--- config.mk ---
export PLATFORM = sky130hd
export DESIGN_NAME = gpi_conditioner
export DESIGN_NICKNAME = d
export VERILOG_FILES = /design/src/rtl/gpi_conditioner.sv
export SDC_FILE = /design/constraint.sdc
export NUM_CORES = 1
export LEC_CHECK = 0
export ABC_AREA = 1
export CAP_MARGIN = 10
export CELL_PAD_IN_SITES_DETAIL_PLACEMENT = 1
export CELL_PAD_IN_SITES_GLOBAL_PLACEMENT = 1
export CORE_MARGIN = 2
export CORE_UTILIZATION = 30
export CTS_BUF_LIST = sky130_fd_sc_hd__clkbuf_4 sky130_fd_sc_hd__clkbuf_8 sky130_fd_sc_hd__clkbuf_16
export DETAILED_ROUTE_END_ITERATION = 12
export GPL_ROUTABILITY_DRIVEN = 0
export PLACE_DENSITY = 0.65
export SLEW_MARGIN = 25
export SYNTH_ARGS = -nofsm -noshare
export SYNTH_HDL_FRONTEND = slang
export SYNTH_SLANG_ARGS = --single-unit
--- constraint.sdc ---
create_clock -name CLK -period 1.65 [get_ports CLK]
set_clock_uncertainty 0.2 [all_clocks]
set_input_delay 0.2475 -clock CLK [delete_from_list [all_inputs] [get_ports CLK]]
set_output_delay 0.2475 -clock CLK [all_outputs]
set_load 0.01 [all_outputs]
--- src/rtl/gpi_conditioner.sv ---
// gpi_conditioner: per-bit 2-FF synchroniser, shared sample-tick prescaler and
// DB_SAMPLES-deep debounce filter feeding gpio_top gpi1/gpi2.
// Optional sticky rising-edge flags are built only when GPI_EDGE_CAPTURE_EN is defined.
module gpi_conditioner #(
   parameter int unsigned WIDTH      = 32,
   parameter int unsigned TICK_DIV   = 16,
   parameter int unsigned DB_SAMPLES = 4
) (
   input  logic             CLK,
   input  logic             RST,
   input  logic [WIDTH-1:0] raw_in,
   output logic [WIDTH-1:0] gpi_out,
   output logic             changed,
   output logic             sample_tick,
   input  logic [WIDTH-1:0] edge_clr,
   output logic [WIDTH-1:0] edge_flags
);

   localparam int unsigned CntW = (TICK_DIV > 1) ? $clog2(TICK_DIV) : 1;
   localparam logic [CntW-1:0] CntMax = CntW'(TICK_DIV - 1);

   logic [WIDTH-1:0]      s1_q, s2_q;
   logic [CntW-1:0]       cnt_q, cnt_d;
   logic                  tick_q;
   logic [DB_SAMPLES-1:0] hist_q [WIDTH];
   logic [DB_SAMPLES-1:0] hist_d [WIDTH];
   logic [WIDTH-1:0]      gpi_q, gpi_d;
   logic                  changed_q;

   // Two-stage synchroniser; nothing else looks at raw_in.
   always_ff @(posedge CLK or negedge RST) begin
      if (!RST) begin
         s1_q <= '0;
         s2_q <= '0;
      end else begin
         s1_q <= raw_in;
         s2_q <= s1_q;
      end
   end

   // Prescaler next state: wrap at TICK_DIV-1.
   always_comb begin
      cnt_d = cnt_q + CntW'(1);
      if (cnt_q == CntMax) cnt_d = '0;
   end

   // Prescaler and registered tick; tick is high the cycle after the wrap edge.
   always_ff @(posedge CLK or negedge RST) begin
      if (!RST) begin
         cnt_q  <= '0;
         tick_q <= 1'b0;
      end else begin
         cnt_q  <= cnt_d;
         tick_q <= (cnt_q == CntMax);
      end
   end

   // Shift histories on a tick and accept a level only once the new history is uniform.
   always_comb begin
      gpi_d = gpi_q;
      for (int i = 0; i < int'(WIDTH); i++) begin
         hist_d[i] = hist_q[i];
         if (tick_q) begin
            hist_d[i] = {hist_q[i][DB_SAMPLES-2:0], s2_q[i]};
            if (&hist_d[i]) begin
               gpi_d[i] = 1'b1;
            end else if (~|hist_d[i]) begin
               gpi_d[i] = 1'b0;
            end
         end
      end
   end

   // Debounce state, output word and change pulse.
   always_ff @(posedge CLK or negedge RST) begin
      if (!RST) begin
         hist_q    <= '{default: '0};
         gpi_q     <= '0;
         changed_q <= 1'b0;
      end else begin
         hist_q    <= hist_d;
         gpi_q     <= gpi_d;
         changed_q <= (gpi_d != gpi_q);
      end
   end

`ifdef GPI_EDGE_CAPTURE_EN
   logic [WIDTH-1:0] flags_q, flags_d;

   // Sticky rising-edge flags; a new rise beats a simultaneous clear.
   always_comb begin
      flags_d = (flags_q & ~edge_clr) | (gpi_d & ~gpi_q);
   end

   // Edge flag register.
   always_ff @(posedge CLK or negedge RST) begin
      if (!RST) begin
         flags_q <= '0;
      end else begin
         flags_q <= flags_d;
      end
   end

   assign edge_flags = flags_q;
`else
   logic unused_edge_clr;
   assign unused_edge_clr = ^edge_clr;
   assign edge_flags      = '0;
`endif

   assign gpi_out     = gpi_q;
   assign changed     = changed_q;
   assign sample_tick = tick_q;

endmodule

==> results of run 1 <==
==> path summary, 6_finish.rpt <==
path                                  startpoint                       to  slack [ns]  depth (start not counted)
max                        sample_tick$_DFF_PN0_        changed$_DFF_PN0_       -0.14                         12
min                                   raw_in[16]       s1_q[16]$_DFF_PN0_        0.04                          1
max reg2reg                sample_tick$_DFF_PN0_        changed$_DFF_PN0_       -0.14                         12
min reg2reg                   s1_q[28]$_DFF_PN0_       s2_q[28]$_DFF_PN0_        0.15                          0
max in group asynchronous                    RST       s2_q[29]$_DFF_PN0_        0.55                          3
min in group asynchronous                    RST  hist_q[121]$_DFFE_PN0P_        0.11                          2
==> registers in the layout, indices dropped and copies added, names as in the netlist <==
register     cells
changed          1
s1_q            32
s2_q            32
cnt_q            4
sample_tick      1
hist_q          96
gpi_out         32
==> synth_stat cells <==
| master | number | area (um2) |
|---|---|---|
| or2_2 | 1 | 6.26 |
| conb_1 | 1 | 3.75 |
| buf_4 | 36 | 270 |
| xnor2_1 | 1 | 8.76 |
| buf_6 | 2 | 22.5 |
| ha_1 | 1 | 12.5 |
| buf_2 | 8 | 40.0 |
| nand4_1 | 1 | 6.26 |
| nor2_1 | 79 | 297 |
| nand2_1 | 275 | 1030 |
| o21bai_1 | 28 | 210 |
| o21ai_1 | 2 | 10.0 |
| xor2_1 | 1 | 8.76 |
| inv_1 | 38 | 143 |
| dfrtp_1 | 198 | 4950 |
| clkbuf_1 | 6 | 22.5 |
| o21ai_0 | 34 | 170 |
| inv_2 | 1 | 3.75 |
| nand3_1 | 64 | 320 |
| a21oi_1 | 31 | 155 |
==> routing by layer <==
layer,share of wire [%],up-vias
met5,0,-
met4,1.1,0
met3,2.8,17
met2,49,70
met1,47,2829
li1,-,2846
==> through the flow <==
stage	total power, W	hold WS (ns)	cell area (um2)	setup slack [ns]
after floorplan	0.00546	-0.248	7810	0.0858
after global placement	0.00566	-0.00755	9290	-0.196
after detailed placement	0.00568	-0.00816	9290	-0.219
after CTS	0.0100	0.0261	10000	-0.203
after global routing	0.0103	0.0230	10200	-0.278
final	0.00990	0.0416	10200	-0.140
==> critical path, stage by stage (launching register included) <==
cell and delay (ns):
dfrtp_2 0.41, buf_6 0.14, clkinv_8 0.09, clkbuf_16 0.15
nor2_1 0.05, nand3_1 0.08, nand2_1 0.08, nand2_1 0.07
nand2_1 0.06, nor2_2 0.12, nand2_2 0.09, nor2_4 0.09
nand2_1 0.05
==> power breakdown <==
part | internal, W | switching (W)
sequential | 0.00505 | 0.000138
clock | 0.00246 | 0.00186
combinational | 0.000157 | 0.000237
total | 0.00766 | 0.00224
==> cell type report <==
cell class | instances | area [um2] | share of cell area, %
Inverter | 39 | 159 | 1.55
Tap cell | 330 | 413 | 4.04
Clock inverter | 11 | 150 | 1.47
Clock buffer | 20 | 454 | 4.44
Sequential cell | 198 | 4960 | 48.4
Timing Repair Buffer | 172 | 1620 | 15.8
Multi-Input combinational cell | 550 | 2480 | 24.2
==> cells by family (layout without fill, tap and decap cells) <==
kind of cell / count (synthesis) / in the layout
buf+inv: 91 / 242
compound gates: 95 / 95
flops: 198 / 198
simple gates: 420 / 420
fa+ha+maj: 1 / 1
xor+xnor: 2 / 2
other cells: 1 / 32
==> repair_timing <==
action / 4_1_cts / 5_1_grt
pin swaps: 2 / 24
setup endpoints to repair: 35 / 4
hold buffers: 1 / 0
setup buffers: 7 / 6
hold endpoints to repair: 198 / 0
gates resized for setup: 43 / 48
cloned: 2 / 2
==> results.md, run 1 <==
* Status: complete, but fails checks
* Failing checks: negative setup slack
* GRT met3 Usage at roughly 2.9%
* Wire per inst at roughly 14 um
* Crit Path Class: flop to flop
* Via density at around 4.4
* Worst min path class: input pin to flop
* Post-Synth XOR/XNOR Area at less than 1%
* Leakage at 5.10 nW
* IO buf count at 67
* Synth Area in Simple Gates at 21.6%
* Most common cell after layout, fill and taps aside: nand2_1
* Htree depth at 4
* DR vias at between 5000 and 6000
* Worst setup margin at -0.140 ns
* Met1 GRT Util at between 10% and 20%
* Crit end category: flop
* Clk pin slew, worst setup/hold paths at ~0.070 ns
* RSZ-0062 raised after global routing: yes
* Met2 usage at 23.3%
* Seq/Total Area, Yosys at 64.4%
* TritonCTS clock tree: done
* Layout Cells excl Fill at 1320
* Hpwl dp at roughly 12 mm
* Avg Cell Area, Syn at approximately 9.5 um2
* Worst-path maximum fanout at 8
* Post-Syn Instances at roughly 800
* GRT Total Usage at between 10 and 15%
* Final Max Slew Viols at 0
* IR drop worst, VDD at about 0.54 mV
* CP startpoint kind: flop
* Global-route wire length before repair at approximately 30 mm
* PwrDens at 968 nW/um2
* Skew-Pair Late Insertion Delay at 0.44 ns
* Final core utilization at 40.6%
* Nets@finish at approximately 1000
* TritonRoute pass-1 iters at 4
* Adder and majority cell fraction of the synthesized area at 0.163%
* Aggregate global routing overflow at 0
* DRC violations left at 0
* Max-cap violations at 0
* Layout cells sized above 1 at approximately 17%
* Ant. Diodes at 0
* Post-synthesis cell area at ~7700 um2
* Post-synthesis mux area share at 0%
* Core ar. at between 20000 and 30000 um2
* Yosys reg bits at between 150 and 200
* Top-Level Pins at between 100 and 150
* Number of synthesis warnings at 0
* Maximum clock path buffer count at 2
* Antenna viol nets, final at 0
* # rows at between 50 and 60
* Final setup viols at 2
* Largest net degree at the start of global routing at 53
* Largest family of logic cells by synthesized area: simple AND/OR/NAND/NOR gates
* Initial Util at between 30% and 40%
* Setup TNS at -0.208 ns
* Synth cell types at 20
* Antenna violations before repair at 0
* Final Hold Viols at 0
* Number of buffers created by CTS at 17
* Die Ht at 164 um
* CP required at about 1.8 ns
* Number of global-route vias before repair at a little over 6000
* Drt total wl at between 15 and 20 mm
* Initial DRC count at roughly 210
* Clk sink count at approximately 200
* Fill count at 2866
* Fin crit share at 108%
* Die X at approximately 160 um
* Worst Path Arrival at roughly 1.9 ns
* Root Buffer: clkbuf_16
* Area Growth Syn to Fin at 32.9%
* Most frequent cells in the layout: 266 x nand2_1, 197 x dfrtp_1, 89 x buf_4
* Inst Count DP at 1272
* Fin crit period at between 1.5 and 2 ns
* Fmax at approximately 0.56 GHz
* Gr busiest metal: met2
* Complex-gate fraction of the synthesized area at 7.09%
* Die area at approximately 27000 um2
Power figures use the tool's default switching activity.
==> run 2, diff against run 1 <==
==> constraint.sdc (replaced) <==
create_clock -name CLK -period 1.65 [get_ports CLK]
set_clock_uncertainty 0.2 [all_clocks]
set_input_delay 0.33 -clock CLK [delete_from_list [all_inputs] [get_ports CLK]]
set_output_delay 0.33 -clock CLK [all_outputs]
set_load 0.01 [all_outputs]
==> run 2 against run 1 <==
The run still ends with negative setup slack left. Hold slack better by 0.080 ns. Maximum frequency decreased by 1.8%. Core utilization is 1.3 points higher. Sequential cell count stayed put. Non-clock buffer count increased by 27. Combinational power is 5.3% higher. Global-route usage increased by 1.0 points. Worst setup slack worse by 0.032 ns. Clock power rose by 2%. Register-to-register slack worse by 0.03 ns.
==> results.md, run 2 (synthesis gave the netlist of run 1 again) <==
* PwrDens at 947 nW/um2 (was 968 nW/um2)
* Slowest-stage cell, CP: dfrtp_2 (unchanged)
* Via density at 4.40 (was 4.37)
* Failing checks: negative setup slack (unchanged)
* Fin crit period at 1.82 ns (was 1.79 ns)
* Hpwl dp at 12.0 mm (was 12.1 mm)
* Status: complete, but fails checks (unchanged)
* Die X at 164 um (unchanged)
* Antenna violations before repair at 0 (unchanged)
* Initial DRC count at 195 (was 212)
* Fmax at 0.549 GHz (was 0.559 GHz)
* Maximum clock path buffer count at 2 (unchanged)
* Design Power at 0.0100 W (was 0.00990 W)
* Crit end category: flop (unchanged)
* Worst setup margin at -0.172 ns (was -0.140 ns)
* Layout Cells excl Fill at 1349 (was 1320)
* Largest register FFs at 96 (unchanged)
* Die area at 27000 um2 (unchanged)
* Area Growth Syn to Fin at 37.1% (was 32.9%)
* Htree depth at 4 (unchanged)
* IO buf count at 67 (unchanged)
* Inst Count DP at 1271 (was 1272)
* IR drop worst, VDD at 0.594 mV (was 0.541 mV)
* Worst-path maximum fanout at 6 (was 8)
* Most common cell after layout, fill and taps aside: nand2_1 (unchanged)
* Aggregate global routing overflow at 0 (unchanged)
* Drt total wl at 19.3 mm (was 18.1 mm)
* Layout cells sized above 1 at 21.1% (was 17.2%)
* RSZ-0062 raised after global routing: yes (unchanged)
* Antenna viol nets, final at 0 (unchanged)
* Core ar. at 25200 um2 (unchanged)
* Largest Register: hist_q (unchanged)
* Crit Path Class: flop to flop (unchanged)
* Most frequent CP cell: nand2_1 (unchanged)
* Final setup viols at 2 (unchanged)
* Number of global-route vias before repair at 6400 (was 6066)
* Root Buffer: clkbuf_16 (unchanged)
* Worst min path class: input pin to flop (unchanged)
* Clk sink count at 198 (unchanged)
* Final Hold Viols at 0 (unchanged)
* Ant. Diodes at 0 (unchanged)
* GRT Total Usage at 15.1% (was 14.0%)
* # rows at 58 (unchanged)
* Largest net degree at the start of global routing at 46 (was 53)
* CP max stage delay at 0.42 ns (was 0.41 ns)
* Nets@finish at 1073 (was 1045)
* Number of buffers created by CTS at 17 (unchanged)
* Wire per inst at 14.3 um (was 13.7 um)
* Clk pin slew, worst setup/hold paths at 0.08 ns (was 0.07 ns)
* TritonCTS clock tree: done (unchanged)
* TritonRoute pass-1 iters at 4 (unchanged)
* Skew-Pair Late Insertion Delay at 0.44 ns (about the same)
* DR vias at 5940 (was 5762)
* Worst Path Arrival at 1.94 ns (was 1.92 ns)
* DRC violations left at 0 (unchanged)
* Final Max Slew Viols at 0 (unchanged)
* CP startpoint kind: flop (unchanged)
* Most frequent cells in the layout: 261 x nand2_1, 197 x dfrtp_1, 102 x buf_4 (was 266 x nand2_1, 197 x dfrtp_1, 89 x buf_4)
* Leakage at 5.25 nW (was 5.10 nW)
* Max-cap violations at 0 (unchanged)
* Crit-path cells: buf_8 > buf_12 > buf_16 > nand2_4 > nor2_2 > o21ai_1 > nand2_1 > nor2_1 > nand2_1 > nor2_2 > nand2_1 (was buf_6 > clkinv_8 > clkbuf_16 > nor2_1 > nand3_1 > nand2_1 > nand2_1 > nand2_1 > nor2_2 > nand2_2 > nor2_4 > nand2_1)
* Global-route wire length before repair at 31.6 mm (was 29.9 mm)
* Die Ht at 164 um (unchanged)
* Fin crit share at 110% (was 108%)
* Initial Util at 30.6% (unchanged)
* CP required at 1.77 ns (was 1.78 ns)
* Top-Level Pins at 132 (unchanged)
[run 2: metrics by stage]
| stage | worst slack (ns) | utilization (%) | area, um2 | hold slack [ns] | setup TNS (ns) |
|---|---|---|---|---|---|
| after global placement | -0.182 | 37.0 | 9330 | 0.132 | -0.325 |
| final | -0.172 | 41.9 | 10600 | 0.121 | -0.296 |
| after CTS | -0.246 | 41.6 | 10500 | 0.0991 | -0.314 |
| after global routing | -0.294 | 41.9 | 10600 | 0.0999 | -0.478 |
| after detailed placement | -0.207 | 37.0 | 9330 | 0.131 | -0.364 |
| after floorplan | 0.0858 | - | 7810 | -0.166 | 0 |
[run 2: critical path, delay by kind of cell, from the launching register on]
kind	cells	cell delay, ns
AO/OA/AOI/OAI	1	0.12
buffers and inverters	3	0.43
flip-flops	1	0.42
AND/OR/NAND/NOR	7	0.54
[run 2: layout make-up]
| type | count | area (um2) |
|---|---|---|
| fillers | 2851 | 14600 |
| inverters | 39 | 159 |
| repair inverters | 1 | 8.76 |
| flip-flops and latches | 198 | 4960 |
| well taps | 330 | 413 |
| clock inverters | 12 | 163 |
| clock buffers | 20 | 454 |
| repair buffers | 199 | 1950 |
| multi-input cells | 550 | 2460 |
[run 2: report_power, final]
group	internal (W)	switching [W]
Combinational	0.000173	0.000242
Clock	0.00249	0.00190
Sequential	0.00505	0.000142
Total	0.00771	0.00229
[run 2: repair_timing]
action | CTS | global route
pin swaps | 15 | 19
endpoints found under the hold margin | 35 | 0
endpoints found under the setup margin | 35 | 24
hold buffers | 1 | 0
resized for setup | 100 | 49
gates cloned | 8 | 2
setup buffers | 30 | 6
[run 2: path summary, 6_finish.rpt]
check                                      start                      to  slack [ns]  depth (start not counted)
setup / recovery           sample_tick$_DFF_PN0_       changed$_DFF_PN0_       -0.17                         11
hold / removal                        raw_in[29]      s1_q[29]$_DFF_PN0_        0.12                          1
setup reg to reg           sample_tick$_DFF_PN0_       changed$_DFF_PN0_       -0.17                         11
hold reg to reg               s1_q[17]$_DFF_PN0_      s2_q[17]$_DFF_PN0_        0.15                          0
max in group asynchronous                    RST  hist_q[18]$_DFFE_PN0P_        0.48                          3
min in group asynchronous                    RST   hist_q[5]$_DFFE_PN0P_        0.23                          2
[run 2: per-layer routing]
layer / global-route usage (%) / vias up / wire length, um / part of all wire [%]
li1: - / 2909 / - / -
met4: 3.35 / 0 / 141 / 0.73
met1: 18.6 / 2949 / 8680 / 45
met5: 0 / - / 0 / 0
met2: 26.6 / 71 / 9900 / 51
met3: 3.61 / 11 / 602 / 3.1
